## src/rtl/stdp_weight_update_if.sv

```systemverilog
// Update-request handshake between the pulse comparator stage (master) and
// the stochastic weight updater (slave).
//   upd_valid : master -> slave, a request is present
//   upd_ready : slave -> master, the request is accepted this cycle
//   prob      : master -> slave, update probability 0..127 (meaning prob/127)
//   inc       : master -> slave, 1 = potentiate, 0 = depress
interface stdp_weight_update_if;
  logic       upd_valid;
  logic       upd_ready;
  logic [6:0] prob;
  logic       inc;

  modport master (output upd_valid, output prob, output inc, input upd_ready);
  modport slave  (input upd_valid, input prob, input inc, output upd_ready);
endinterface

```

## src/rtl/stdp_weight_update.sv

```systemverilog
// Stochastic synaptic weight updater. Each accepted request draws one
// Bernoulli sample by comparing a free-running 7-bit maximal-length LFSR with
// the request probability. On a hit, a saturating weight register moves by
// +/-1, and saturating counters record the applied steps.
//
// Ports:
//   clk, rst    : clock; synchronous active-high reset
//   upd         : request handshake (upd_valid/upd_ready/prob/inc), slave side
//   wt_load     : load wt_load_val into the weight (honoured in IDLE only)
//   wt_load_val : value to load
//   stat_clr    : clear n_inc and n_dec (wins over a coincident increment)
//   weight      : current weight
//   done        : one-cycle pulse when an update completes
//   changed     : valid with done, held until the next done; 1 if weight moved
//   n_inc/n_dec : saturating counts of applied +1 / -1 steps
module stdp_weight_update #(
  parameter int             W_WIDTH   = 3,
  parameter int             W_INIT    = 0,
  parameter logic [6:0]     LFSR_SEED = 7'h01,
  parameter int             CNT_WIDTH = 8
) (
  input  logic                 clk,
  input  logic                 rst,
  stdp_weight_update_if.slave  upd,
  input  logic                 wt_load,
  input  logic [W_WIDTH-1:0]   wt_load_val,
  input  logic                 stat_clr,
  output logic [W_WIDTH-1:0]   weight,
  output logic                 done,
  output logic                 changed,
  output logic [CNT_WIDTH-1:0] n_inc,
  output logic [CNT_WIDTH-1:0] n_dec
);

  typedef enum logic [1:0] {
    IDLE   = 2'd0,
    SAMPLE = 2'd1,
    APPLY  = 2'd2
  } state_t;

  // An all-zero LFSR would lock up, so a zero seed falls back to 1.
  localparam logic [6:0]           SEED_EFF = (LFSR_SEED == 7'h00) ? 7'h01 : LFSR_SEED;
  localparam logic [W_WIDTH-1:0]   W_RST    = W_WIDTH'(W_INIT);
  localparam logic [W_WIDTH-1:0]   W_MAX    = '1;
  localparam logic [CNT_WIDTH-1:0] CNT_MAX  = '1;

  state_t     state_q, state_d;
  logic [6:0] lfsr;
  logic [6:0] prob_q;
  logic       inc_q;
  logic       hit_q;
  logic       do_inc, do_dec;

  // Free-running LFSR, x^7+x^6+1; independent of the FSM.
  always_ff @(posedge clk) begin
    if (rst) begin
      lfsr <= SEED_EFF;
    end else begin
      lfsr <= {lfsr[5:0], lfsr[6] ^ lfsr[5]};
    end
  end

  // NOTE: registers use non-blocking assignments so every flop samples the
  // pre-edge values regardless of statement order.
  always_ff @(posedge clk) begin
    if (rst) begin
      state_q <= IDLE;
    end else begin
      state_q <= state_d;
    end
  end

  // NOTE: every signal written here gets a default first; a path that left
  // one unassigned would infer a latch.
  always_comb begin
    state_d       = state_q;
    upd.upd_ready = 1'b0;
    case (state_q)
      IDLE: begin
        // A weight load takes priority and stalls acceptance for that cycle.
        upd.upd_ready = !wt_load;
        if (upd.upd_valid && !wt_load) state_d = SAMPLE;
      end
      SAMPLE:  state_d = APPLY;
      APPLY:   state_d = IDLE;
      default: state_d = IDLE;
    endcase
  end

  // Applied steps: a hit at a weight bound is dropped and not counted.
  assign do_inc = (state_q == APPLY) && hit_q &&  inc_q && (weight != W_MAX);
  assign do_dec = (state_q == APPLY) && hit_q && !inc_q && (weight != '0);

  always_ff @(posedge clk) begin
    if (rst) begin
      weight  <= W_RST;
      done    <= 1'b0;
      changed <= 1'b0;
      prob_q  <= '0;
      inc_q   <= 1'b0;
      hit_q   <= 1'b0;
    end else begin
      done <= 1'b0;
      case (state_q)
        IDLE: begin
          if (wt_load) begin
            weight <= wt_load_val;
          end else if (upd.upd_valid) begin
            prob_q <= upd.prob;
            inc_q  <= upd.inc;
          end
        end
        // LFSR >= 1 always, so prob 0 never hits and prob 127 always does.
        SAMPLE: hit_q <= (lfsr <= prob_q);
        APPLY: begin
          if (do_inc) weight <= weight + W_WIDTH'(1);
          if (do_dec) weight <= weight - W_WIDTH'(1);
          changed <= do_inc || do_dec;
          done    <= 1'b1;
        end
        default: ;
      endcase
    end
  end

  // Statistics counters: clear beats a coincident increment.
  always_ff @(posedge clk) begin
    if (rst || stat_clr) begin
      n_inc <= '0;
      n_dec <= '0;
    end else begin
      if (do_inc && n_inc != CNT_MAX) n_inc <= n_inc + CNT_WIDTH'(1);
      if (do_dec && n_dec != CNT_MAX) n_dec <= n_dec + CNT_WIDTH'(1);
    end
  end

endmodule

```

## src/flat_wrapper.sv

```systemverilog
// flat-port wrapper written by rule: the top's interface ports become plain ports
module stdp_weight_update_flat 
#(
  parameter int             W_WIDTH   = 3,
  parameter int             W_INIT    = 0,
  parameter logic [6:0]     LFSR_SEED = 7'h01,
  parameter int             CNT_WIDTH = 8
)
  (clk, rst, wt_load, wt_load_val, stat_clr, weight, done, changed, n_inc, n_dec, upd_upd_valid, upd_prob, upd_inc, upd_upd_ready);
  stdp_weight_update_if upd_i ();
  input  logic clk;
  input  logic rst;
  input  logic wt_load;
  input  logic [W_WIDTH-1:0] wt_load_val;
  input  logic stat_clr;
  output logic [W_WIDTH-1:0] weight;
  output logic done;
  output logic changed;
  output logic [CNT_WIDTH-1:0] n_inc;
  output logic [CNT_WIDTH-1:0] n_dec;
  input wire logic [$bits(upd_i.upd_valid)-1:0] upd_upd_valid;
  input wire logic [$bits(upd_i.prob)-1:0] upd_prob;
  input wire logic [$bits(upd_i.inc)-1:0] upd_inc;
  output wire logic [$bits(upd_i.upd_ready)-1:0] upd_upd_ready;
  assign upd_i.upd_valid = upd_upd_valid;
  assign upd_i.prob = upd_prob;
  assign upd_i.inc = upd_inc;
  assign upd_upd_ready = upd_i.upd_ready;
  stdp_weight_update #(.W_WIDTH(W_WIDTH), .W_INIT(W_INIT), .LFSR_SEED(LFSR_SEED), .CNT_WIDTH(CNT_WIDTH)) u_core (.clk(clk), .rst(rst), .upd(upd_i), .wt_load(wt_load), .wt_load_val(wt_load_val), .stat_clr(stat_clr), .weight(weight), .done(done), .changed(changed), .n_inc(n_inc), .n_dec(n_dec));
endmodule
```

## config.mk

```make
export PLATFORM = sky130hd
export DESIGN_NAME = stdp_weight_update_flat
export DESIGN_NICKNAME = d
export VERILOG_FILES = /design/src/rtl/stdp_weight_update_if.sv /design/src/rtl/stdp_weight_update.sv /design/src/flat_wrapper.sv
export SDC_FILE = /design/constraint.sdc
export NUM_CORES = 1
export LEC_CHECK = 0
export BUFFER_PORTS_ARGS = -buffer_cell sky130_fd_sc_hd__buf_2
export CAP_MARGIN = 20
export CELL_PAD_IN_SITES_DETAIL_PLACEMENT = 1
export CELL_PAD_IN_SITES_GLOBAL_PLACEMENT = 2
export CORE_ASPECT_RATIO = 2
export CORE_MARGIN = 2
export CORE_UTILIZATION = 34
export CTS_CLUSTER_SIZE = 25
export DETAILED_ROUTE_END_ITERATION = 7
export PLACE_DENSITY = 0.87
export SLEW_MARGIN = 20
export SYNTH_ARGS = -nofsm -noshare
export SYNTH_HDL_FRONTEND = slang
export SYNTH_SLANG_ARGS = --single-unit
```

## constraint.sdc

```tcl
create_clock -name clk -period 6 [get_ports clk]
set_clock_uncertainty 0.05 [all_clocks]
set_input_delay 1.8 -clock clk [delete_from_list [all_inputs] [get_ports clk]]
set_output_delay 1.8 -clock clk [all_outputs]
set_load 0.03 [all_outputs]
```

==> impl_metrics.ini, run 1 <==
[cts]
cts_tree = done
cts-root-buf = clkbuf_8
clk_pin_slew_ns = 0.08
clockBufferDepth = 2
cts.sinks = 39
cts_hold_buffers = 0
clk_latency_ns = 0.29
ctsResizeCount = 0
post-cts-setup-buffers = 0
h-tree-depth = 2
numCtsBuffers = 5

[job]
cap_violations = 0

[logic_synthesis]
synth_most_common_cell = dfxtp_1
seq_area_frac_synth_pct = 41.96
synthTopCellsByArea = dfxtp_1 (42%), xnor2_1 (6.1%), ha_1 (6.1%)
syn_avg_cell_area_um2 = 8.860
yosysWarnings = 0
synthTopCellsByCount = dfxtp_1 (39), nand2_1 (26), nor2_1 (26)
yosysTopAreaCell = dfxtp_1
synth_area_mm2 = 0.001861
ys_dominant_reg_cell = dfxtp_1
synth_top_cell_area_share_pct = 41.96
synth_cell_types = 36
synth-edff-count = 0
netlist_instances = 210
mappedNetlistNets = 236
synth_seq_cells = 39
async_flop_share_pct = 0

[timing]
max_freq_mhz = 235.5
tightest_slew_ns = 0.4950
fin_crit_sh_pct = 70.77
period_needed_ns = 4.246
finalWorstSetupSlack_ns = 1.754
totalNegativeSetupSlack_ns = 0
hold_violations = 0
rsz0062_at_grt = false
relSlewSlack_pct = 67.00
setup_viol = 0
drv_slew = 0

[global_routing]
use_met2_pct = 27.90
met3_usage_pct = 2.728
grt_max_degree = 26
grt_pass1_vias = 1563
grt_pass1_wl_um = 6920
antenna_found_initial = 0
overflow = 0
busiest_layer = met2
use_met1_pct = 14.50
gr-usage-all-layers_pct = 14.49

[critical_path]
end_kind = output pin
startpoint_type = input port
reg2regPathDepth = 7
crit_end = upd_upd_ready
reg2reg_slack_ns = 3.56
timing.rr.end = u_core.weight[2]
startpoint = wt_load
cp.required_ns = 4.15
worst-setup-path-type = input port to output pin
cp_data_arrival_time_ns = 2.40
cp_max_fo = 3
crit-reg2reg-launch = u_core.state_q[1]

[pwr]
peakVddDrop_mv = 0.1754
seqPwrFrac_pct = 52.9
p_clk_share_pct = 38.4
p_total_uw = 510.8
power.switching_uw = 122.9
power_density_mw_per_mm2 = 235.2
p_int_uw = 387.9
sw_frac_of_total_pct = 24.06
p_comb_share_pct = 8.7
p_leak_nw = 0.8574

[detailed_routing]
drc = 0
wl_um = 4063
drtPass1Iterations = 3
drt-wirelength-per-cell_um = 13.28
viasPerCell = 5.056
drtAntennaViolNets = 0
drt_iter0_drc = 32
vias = 1547

[floorplan]
die-width_um = 56.31
coreArea_mm2 = 0.005373
ios = 38
die_y_um = 108.6
dieArea_mm2 = 0.006116
start_util_pct = 34.63
rows = 38

[final_layout]
area_growth_pct = 16.74
drive_above_1_share_pct = 20.33
final_area_mm2 = 0.002172
antennaDiodeCount = 0
nets = 271

[placed_design]
dp_hpwl_um = 3168
place_area_mm2 = 0.002072
gp_congestion = 0.7412
place_ws_ns = 1.755
port_buffers = 37

[hold_path]
hold_path_class = flip-flop to flip-flop

[status]
outcome = finished, final reports clean
## kinds of logic after synthesis
| family | after synthesis | share of synthesized area (%) |
|---|---|---|
| AND/OR/NAND/NOR | 100 | 30.33 |
| flip-flops | 39 | 41.96 |
| AO/OA/AOI/OAI | 28 | 9.347 |
| buffers and inverters | 19 | 4.641 |
| XOR/XNOR | 14 | 6.591 |
| adder cells (fa/ha/maj) | 10 | 7.129 |
## layout make-up
class,count,area (µm²)
Sequential cell,39,780.7
Clock buffer,8,100.1
Multi-Input combinational cell,152,993.5
Tap cell,60,75.07
Inverter,10,37.54
Timing Repair Buffer,37,185.2
Fill cell,658,3201
## how the worst min path moves through the flow
stage	end	cells after the start	startpoint	slack [ns]
2_1_floorplan	u_core.lfsr[1]	2	u_core.lfsr[0]	0.37
3_3_place_gp	u_core.prob_q[3]	2	u_core.prob_q[3]	0.39
3_5_place_dp	u_core.prob_q[3]	2	u_core.prob_q[3]	0.40
4_1_cts	u_core.prob_q[3]	2	u_core.prob_q[3]	0.41
5_1_grt	u_core.prob_q[3]	2	u_core.prob_q[3]	0.43
6_report	u_core.prob_q[3]	2	u_core.prob_q[3]	0.41
## state kept, by name, summed over array words and instances, names as in the netlist
register / flops
u_core.inc_q: 1
u_core.n_inc: 8
u_core.hit_q: 1
u_core.lfsr: 7
u_core.changed: 1
u_core.prob_q: 7
u_core.weight: 3
u_core.n_dec: 8
u_core.state_q: 2
u_core.done: 1
## placed cells by master, fill, tap and decap left out, drive strengths merged, types with 4 or more instances in the layout
cell type  instances
a211oi             6
a21oi             13
and3               5
buf               37
clkbuf             8
dfxtp             39
ha                 9
inv               10
nand2             26
nand3              5
nor2              26
nor2b              8
nor3               9
nor4               4
xnor2             13
## power by group through the flow
stage          Clock (mW)  Combinational (mW)  Sequential (mW)
3_3_place_gp            0              0.0446            0.277
2_1_floorplan           0              0.0271            0.279
5_1_grt             0.214              0.0501            0.272
3_5_place_dp            0              0.0455            0.277
4_1_cts             0.207              0.0457            0.271
6_report            0.196              0.0442            0.270
## metal layers
layer | up-vias | part of all wire (%)
met5 | - | 0
met4 | 0 | 1.9
met3 | 5 | 3.2
met2 | 26 | 57
met1 | 739 | 38
li1 | 777 | -
## critical path, cell delays in order
cell	delay (ns)
buf_2	0.10
nor3_1	0.23
buf_2	0.26
## per-stage QoR
step                std cells  hold WS (ns)  util, %
floorplan                 210        0.3697        -
global placement          298        0.3948    38.57
detailed placement        298        0.3984    38.57
CTS                       306        0.4099    40.43
global route              306        0.4319    40.43
finish                    306        0.4065    40.43
Note: power is estimated with default switching activity, not from simulation.
==> inputs of run 2 (changes only) <==
Settings changed: ABC_AREA from default to 1, CORE_UTILIZATION 34 to 31, PLACE_DENSITY 0.87 to 0.83.
Clock period 6 ns to 4.2 ns, I/O delays scaled along.
==> run 2 against run 1 <==
Effect of this change:
- die area increased by 13%
- sequential share of layout area decreased by 2.5 points
- global-route usage about the same
- critical path depth unchanged
- synthesized area increased by 3.5%
- register-to-register slack worse by 1.3 ns
- non-clock buffer count stayed put
- critical endpoint unchanged
- largest cell class unchanged
- largest power group is now clock
- highest routed layer unchanged
==> impl_metrics.ini, run 2 <==
[pwr]
p_total_uw = 861.5
p_int_uw = 661.1
peakVddDrop_mv = 0.2627
sw_frac_of_total_pct = 23.26
seqPwrFrac_pct = 45.2
power_density_mw_per_mm2 = 369.4
p_clk_share_pct = 45.9
p_leak_nw = 1.050
p_comb_share_pct = 8.9
power.switching_uw = 200.4

[cts]
ctsResizeCount = 0
numCtsBuffers = 5
cts_tree = done
post-cts-setup-buffers = 0
h-tree-depth = 2
cts.sinks = 39
clockBufferDepth = 2
clk_latency_ns = 0.28
cts_hold_buffers = 0
cts-root-buf = clkbuf_16
clk_pin_slew_ns = 0.06

[detailed_routing]
viasPerCell = 4.940
drtPass1Iterations = 2
drtAntennaViolNets = 0
wl_um = 4442
vias = 1729
drt-wirelength-per-cell_um = 12.69
drt_iter0_drc = 30
drc = 0

[logic_synthesis]
mappedNetlistNets = 272
async_flop_share_pct = 0
syn_avg_cell_area_um2 = 7.828
netlist_instances = 246
seq_area_frac_synth_pct = 40.55
synth_most_common_cell = nand2_1
yosysWarnings = 0
synth_area_mm2 = 0.001926
ys_dominant_reg_cell = dfxtp_1
synth-edff-count = 0
synthTopCellsByArea = dfxtp_1 (41%), nand2_1 (8.8%), a21oi_1 (7.0%)
synth_top_cell_area_share_pct = 40.55
yosysTopAreaCell = dfxtp_1
synth_seq_cells = 39
synthTopCellsByCount = nand2_1 (45), dfxtp_1 (39), nor2_1 (34)
synth_cell_types = 32

[timing]
hold_violations = 0
rsz0062_at_grt = false
totalNegativeSetupSlack_ns = 0
fin_crit_sh_pct = 73.48
setup_viol = 0
hold_ws_ns = 0.3783
period_needed_ns = 3.086
relSlewSlack_pct = 64.30
drv_slew = 0
max_freq_mhz = 324.0
tightest_slew_ns = 0.5342

[status]
outcome = finished, final reports clean

[floorplan]
start_util_pct = 32.06
dieArea_mm2 = 0.006896
die-width_um = 59.73
coreArea_mm2 = 0.006006
rows = 40
ios = 38
die_y_um = 115.5

[placed_design]
port_buffers = 37
dp_cells = 342
gp_congestion = 0.7279
dp_hpwl_um = 3581

[global_routing]
grt_pass1_wl_um = 7679
grt_pass1_vias = 1733
grt_max_degree = 17
overflow = 0
antenna_found_initial = 0
gr-usage-all-layers_pct = 14.48

[critical_path]
timing.rr.end = u_core.weight[2]
end_kind = output pin
startpoint_type = input port
worst-setup-path-type = input port to output pin
startpoint = wt_load
reg2regPathDepth = 10
reg2reg_slack_ns = 2.25
cp.required_ns = 2.89
crit_end = upd_upd_ready
crit-reg2reg-launch = u_core.state_q[1]
cp_max_fo = 3
cp_data_arrival_time_ns = 1.78

[hold_path]
hold_path_class = flip-flop to flip-flop
whs_path_depth = 2

[final_layout]
layout_common_cells = nand2_1 (45), dfxtp_1 (39), buf_2 (37)
antennaDiodeCount = 0
fillers = 782
top_regs = u_core.n_dec: 8 flops, u_core.n_inc: 8 flops
area_growth_pct = 21.12
final_cells = 350
mostFrequentLayoutCell = nand2_1
nets = 312
drive_above_1_share_pct = 21.95

[job]
cap_violations = 0
==> run 2: power groups by stage <==
stage	sequential (mW)	combinational [mW]	clock (mW)
floorplan	0.401	0.0489	0
global placement	0.397	0.0762	0
detailed placement	0.398	0.0782	0
CTS	0.390	0.0786	0.410
global route	0.391	0.0889	0.427
finish	0.389	0.0764	0.396
==> run 2: through the flow <==
| step | area, µm² | util [%] | worst slack (ns) |
|---|---|---|---|
| finish | 2332 | 38.83 | 1.114 |
| detailed placement | 2172 | 36.17 | 1.113 |
| CTS | 2332 | 38.83 | 1.115 |
| global placement | 2172 | 36.17 | 1.142 |
| global route | 2332 | 38.83 | 1.098 |
| floorplan | 1926 | - | 1.189 |
==> run 2: cells by family after synthesis <==
logic type      after synthesis  share of synthesized area (%)
simple gates                104                          26.64
compound gates               50                          14.30
flops                        39                          40.55
buf+inv                      31                          6.173
xor+xnor                     12                          5.458
fa+ha+maj                    10                          6.888
==> run 2: cell type report <==
cell class | count | area, µm² | share of cell area (%)
repair buffers | 37 | 185.2 | 7.940
multi-input cells | 176 | 1026 | 43.99
clock buffers | 7 | 152.6 | 6.545
inverters | 27 | 101.3 | 4.345
clock inverters | 1 | 7.507 | 0.3219
well taps | 63 | 78.83 | 3.380
flip-flops and latches | 39 | 780.7 | 33.48
==> run 2: worst min-delay path by stage <==
stage | slack, ns | endpoint | from
after detailed placement | 0.37 | u_core.lfsr[2] | u_core.lfsr[1]
after floorplan | 0.36 | u_core.lfsr[2] | u_core.lfsr[1]
after global placement | 0.37 | u_core.lfsr[2] | u_core.lfsr[1]
after global routing | 0.40 | u_core.lfsr[5] | u_core.lfsr[4]
final | 0.38 | u_core.lfsr[4] | u_core.lfsr[3]
after CTS | 0.38 | u_core.lfsr[4] | u_core.lfsr[3]
==> run 2: metal layers <==
layer	share of wire, %	wire length, µm	GRT usage (%)	vias up
met1	36	1590	14.72	823
met5	0	0	0	-
met4	1.7	74	5.333	0
li1	-	-	-	877
met2	60	2656	27.83	24
met3	2.7	120	2.455	5
==> run 2: worst max-delay path, cell delays in order <==
cell and delay, ns:
buf_2 0.11, nor3_2 0.16, buf_2 0.24
